==> config.mk <==
export PLATFORM = sky130hd
export DESIGN_NAME = serial_sub_ctrl
export DESIGN_NICKNAME = d
export VERILOG_FILES = /design/src/rtl/sub_pkg.sv /design/src/rtl/full_subtractor.sv /design/src/rtl/serial_sub_ctrl.sv
export SDC_FILE = /design/constraint.sdc
export NUM_CORES = 1
export LEC_CHECK = 0
export BUFFER_PORTS_ARGS = -buffer_cell sky130_fd_sc_hd__buf_4
export CELL_PAD_IN_SITES_DETAIL_PLACEMENT = 0
export CELL_PAD_IN_SITES_GLOBAL_PLACEMENT = 1
export CORE_UTILIZATION = 42
export CTS_CLUSTER_DIAMETER = 80
export DETAILED_ROUTE_END_ITERATION = 8
export PLACE_DENSITY_LB_ADDON = 0.1
export SLEW_MARGIN = 10
export SYNTH_ARGS = -nofsm -noshare
export SYNTH_HDL_FRONTEND = slang
export SYNTH_SLANG_ARGS = --single-unit
==> constraint.sdc <==
create_clock -name clk -period 1.7 [get_ports clk]
set_input_delay 0.34 -clock clk [delete_from_list [all_inputs] [get_ports clk]]
set_output_delay 0.34 -clock clk [all_outputs]
set_load 0.01 [all_outputs]
==> src/rtl/sub_pkg.sv <==
// Shared state encodings for the bit-serial subtractor controller.
package sub_pkg;
    typedef enum logic [1:0] {
        ST_IDLE = 2'd0,
        ST_RUN  = 2'd1,
        ST_DONE = 2'd2
    } state_t;
endpackage

==> src/rtl/full_subtractor.sv <==
// 1-bit full subtractor cell: diff = a - b - cin, borrow out when a < b + cin.
module full_subtractor (
    input  logic a,
    input  logic b,
    input  logic cin,
    output logic diff,
    output logic borrow
);
    assign diff   = a ^ b ^ cin;
    assign borrow = (~a & b) | (~(a ^ b) & cin);
endmodule

==> src/rtl/serial_sub_ctrl.sv <==
// Bit-serial A - B - BIN, LSB first, through one shared full_subtractor.
// The result is published on the RUN->DONE edge and is held until the next one.
module serial_sub_ctrl
    import sub_pkg::*;
#(
    parameter int WIDTH = 8
) (
    input  logic             clk,
    input  logic             rst,
    input  logic             start,
    input  logic [WIDTH-1:0] a,
    input  logic [WIDTH-1:0] b,
    input  logic             bin,
    output logic             busy,
    output logic             done,
    output logic [WIDTH-1:0] diff,
    output logic             borrow
);
    localparam int CW = $clog2(WIDTH);
    localparam logic [CW-1:0] LAST = CW'(WIDTH - 1);

    state_t           state;
    logic [WIDTH-1:0] a_sr, b_sr, res_sr;
    logic [CW-1:0]    cnt;
    logic             brw;
    logic             fs_diff, fs_borrow;

    full_subtractor u_fs (
        .a      (a_sr[0]),
        .b      (b_sr[0]),
        .cin    (brw),
        .diff   (fs_diff),
        .borrow (fs_borrow)
    );

    always_ff @(posedge clk or posedge rst) begin
        if (rst) begin
            state  <= ST_IDLE;
            busy   <= 1'b0;
            done   <= 1'b0;
            diff   <= '0;
            borrow <= 1'b0;
            a_sr   <= '0;
            b_sr   <= '0;
            res_sr <= '0;
            cnt    <= '0;
            brw    <= 1'b0;
        end else begin
            case (state)
                ST_IDLE, ST_DONE: begin
                    done <= 1'b0;
                    if (start) begin
                        a_sr  <= a;
                        b_sr  <= b;
                        brw   <= bin;
                        cnt   <= '0;
                        state <= ST_RUN;
                        busy  <= 1'b1;
                    end else begin
                        state <= ST_IDLE;
                        busy  <= 1'b0;
                    end
                end
                ST_RUN: begin
                    // diff bits enter at the MSB so the LSB-first stream lands in place
                    res_sr <= {fs_diff, res_sr[WIDTH-1:1]};
                    brw    <= fs_borrow;
                    a_sr   <= a_sr >> 1;
                    b_sr   <= b_sr >> 1;
                    cnt    <= cnt + 1'b1;
                    if (cnt == LAST) begin
                        diff   <= {fs_diff, res_sr[WIDTH-1:1]};
                        borrow <= fs_borrow;
                        state  <= ST_DONE;
                        busy   <= 1'b0;
                        done   <= 1'b1;
                    end
                end
                default: begin
                    state <= ST_IDLE;
                    busy  <= 1'b0;
                    done  <= 1'b0;
                end
            endcase
        end
    end
endmodule

==> impl_metrics.json <==
{
  "crit_chain": "ha_1 -> ha_1 -> nand3b_1 -> buf_12 -> mux2_2",
  "die_w_um": 65.1,
  "final_area_mm2": 0.00206,
  "setup_viol": 0,
  "crit_top_cell": "ha_1",
  "core_mm2": 0.00374,
  "fmax_ghz": 0.642,
  "cts_tree": "built",
  "fin_crit_ns": 1.56,
  "cts.sink_count": 39,
  "port_buffers": 30,
  "routabilityCongestion": 0.705,
  "area_growth_pct": 23.4,
  "cts.reportedPaths.clkPinSlew_ns": 0.07,
  "cp-start-kind": "register",
  "rows": 22,
  "crit_path_max_fanout": 11,
  "htree_levels": 2,
  "status": "completed",
  "die_area_mm2": 0.00424,
  "placed_area_mm2": 0.00198,
  "cts-resized-gates": 0,
  "cp.arrival_ns": 1.74,
  "die_y_um": 65.1,
  "grt_pass1_vias": 1155,
  "clockRootBuffer": "clkbuf_8",
  "skew_ns": 0.00579,
  "grt_pass1_wl_um": 5440,
  "cpMaxStageDelayCell": "dfrtp_1",
  "finalCritPeriodShare_pct": 91.7,
  "synth_nets": 179,
  "reg2reg_depth": 5,
  "r2r_slack_ns": 0.14,
  "wl_per_cell_um": 14.2,
  "rsz0062_at_grt": "no",
  "synth_area_per_cell_um2": 10.7,
  "critPathMaxStageDelay_ns": 0.41,
  "antenna_cells": 0,
  "synth-main-ff-cell": "dfrtp_1",
  "power.density_mw_per_mm2": 1860,
  "critPathKind": "reg -> reg",
  "slew_headroom_pct": 64.7,
  "synthArstFlopShare_pct": 100,
  "drc": 0,
  "cts_buffers": 5,
  "ys_seq_elements": 39,
  "drtIter0Drc": 80,
  "setup-tns-final_ns": 0,
  "dpl.hpwl_um": 2350,
  "vias": 1215,
  "dr.pass1.iters": 4,
  "routed_wl_um": 3410,
  "required_ns": 1.88,
  "finalMaxSlewViolations": 0,
  "end_kind": "register",
  "overflow": 0,
  "viasPerCell": 5.04,
  "post_cts_buffers": 0,
  "grt_antenna_before_repair": 0,
  "r2r_start": "cnt[0]",
  "ios": 31,
  "whs_ns": 0.159,
  "clock_path_buffers": 2,
  "syn_area_mm2": 0.00167,
  "drive_gt1_share_pct": 28.0,
  "tightest_slew_ns": 0.530,
  "synth_sequential_area_ratio_pct": 58.3,
  "synth_edf_count": 0,
  "grtUsageTotal_pct": 17.7,
  "clock_latency_ns": 0.29,
  "ir_worst_vdd_mv": 0.877,
  "ctsHoldBuffers": 0,
  "ys_types": 26,
  "initial_core_util_pct": 44.7,
  "yosysWarnings": 0,
  "maxCapViolCount": 0,
  "grt_max_degree": 40,
  "fin_nets": 215,
  "netlist_instances": 156,
  "hold_violations": 0,
  "p_leak_nw": 1.00,
  "ant_nets": 0,
  "timing.rr.end": "diff[5]",
  "min_path_type": "in -> async"
}
-- worst max-delay path by stage --
stage	slack [ns]	endpoint	startpoint	cells past startpoint
6_report	0.14	diff[5]	cnt[0]	5
5_1_grt	0.1	diff[6]	cnt[0]	5
4_1_cts	0.13	diff[5]	cnt[0]	5
3_5_place_dp	0.13	diff[5]	cnt[0]	5
3_3_place_gp	0.18	diff[6]	cnt[0]	5
2_1_floorplan	0.17	diff[0]	cnt[0]	5
-- cells in the final DEF (no fill, tap or decap) --
cell type / count
dfrtp_1: 39
buf_4: 38
nand2_1: 25
nor2_1: 13
o22ai_1: 10
nor3_1: 10
mux2_2: 9
o21ai_0: 5
inv_1: 5
clkbuf_8: 5
nand3_1: 4
mux2i_1: 4
nand2b_1: 3
nor2b_1: 3
a22oi_1: 2
a22o_1: 2
a211oi_1: 2
a21oi_1: 2
ha_1: 2
clkbuf_1: 2
and2b_1: 1
a221o_1: 1
nand3b_1: 1
xnor2_1: 1
o31ai_1: 1
fa_1: 1
clkinv_2: 1
buf_12: 1
-- per-stage QoR --
| stage | power (mW) | std cells | worst slack, ns | util, % |
|---|---|---|---|---|
| 2_1_floorplan | 2.68 | 156 | 0.171 | - |
| 3_3_place_gp | 3.20 | 233 | 0.179 | 53.0 |
| 3_5_place_dp | 3.28 | 233 | 0.133 | 53.0 |
| 4_1_cts | 3.90 | 241 | 0.132 | 55.1 |
| 5_1_grt | 4.15 | 241 | 0.0967 | 55.1 |
| 6_report | 3.85 | 241 | 0.142 | 55.1 |
-- state kept, by name, indices dropped and copies added (netlist names) --
signal,cells
a_sr,8
b_sr,8
diff,8
res_sr,7
cnt,3
borrow,1
brw,1
busy,1
done,1
state,1
-- power breakdown --
group          internal, mW  switching (mW)  leakage (nW)
Combinational         0.788           0.773         0.485
Sequential             1.38           0.301         0.475
Clock                 0.288           0.319        0.0422
-- Yosys cell counts, types with 2 or more instances --
| cell type | n | share of area, % |
|---|---|---|
| nor2b_1 | 3 | 1.1 |
| o22ai_1 | 10 | 3.7 |
| buf_2 | 8 | 2.4 |
| nand2_1 | 25 | 5.6 |
| nor3_1 | 10 | 3.0 |
| ha_1 | 2 | 1.5 |
| o21ai_0 | 5 | 1.5 |
| inv_1 | 5 | 1.1 |
| a21oi_1 | 2 | 0.60 |
| a22oi_1 | 2 | 0.90 |
| dfrtp_1 | 39 | 58 |
| a22o_1 | 2 | 1.0 |
| a211oi_1 | 2 | 0.90 |
| nand3_1 | 4 | 1.2 |
| mux2i_1 | 4 | 2.4 |
| nor2_1 | 13 | 2.9 |
| nand2b_1 | 3 | 1.1 |
| mux2_2 | 9 | 6.1 |
-- cell type report --
cell class | count | area [um^2]
clock inverter | 1 | 5.00
sequential | 39 | 976
fill | 384 | 1680
tap | 48 | 60.1
inverter | 5 | 18.8
multi-input combinational | 102 | 623
clock buffer | 7 | 76.3
timing repair buffer | 39 | 305
-- worst max-delay path, delay by kind of cell (launching register included) --
family,cells,cell delay [ns]
buffers and inverters,1,0.15
adders and majority gates,2,0.42
muxes,1,0.33
DFF,1,0.41
and+or+nand+nor,1,0.14
-- kinds of logic (layout without fill, tap and decap cells) --
family / Yosys count / count (layout) / synth area share (%)
AO/OA/AOI/OAI: 25 / 25 / 9.72
XOR/XNOR: 1 / 1 / 0.524
adder cells (fa/ha/maj): 3 / 3 / 2.69
buffers and inverters: 15 / 52 / 4.41
flip-flops: 39 / 39 / 58.3
multiplexers: 13 / 13 / 8.45
AND/OR/NAND/NOR: 60 / 60 / 15.9
-- layer usage --
| metal | track usage, % | vias to the layer above | wire, um |
|---|---|---|---|
| li1 | - | 608 | - |
| met1 | 23.8 | 575 | 1630 |
| met2 | 26.4 | 26 | 1540 |
| met3 | 5.03 | 6 | 182 |
| met4 | 8.15 | 0 | 59 |
| met5 | 0 | - | 0 |
Power figures use the tool's default switching activity.
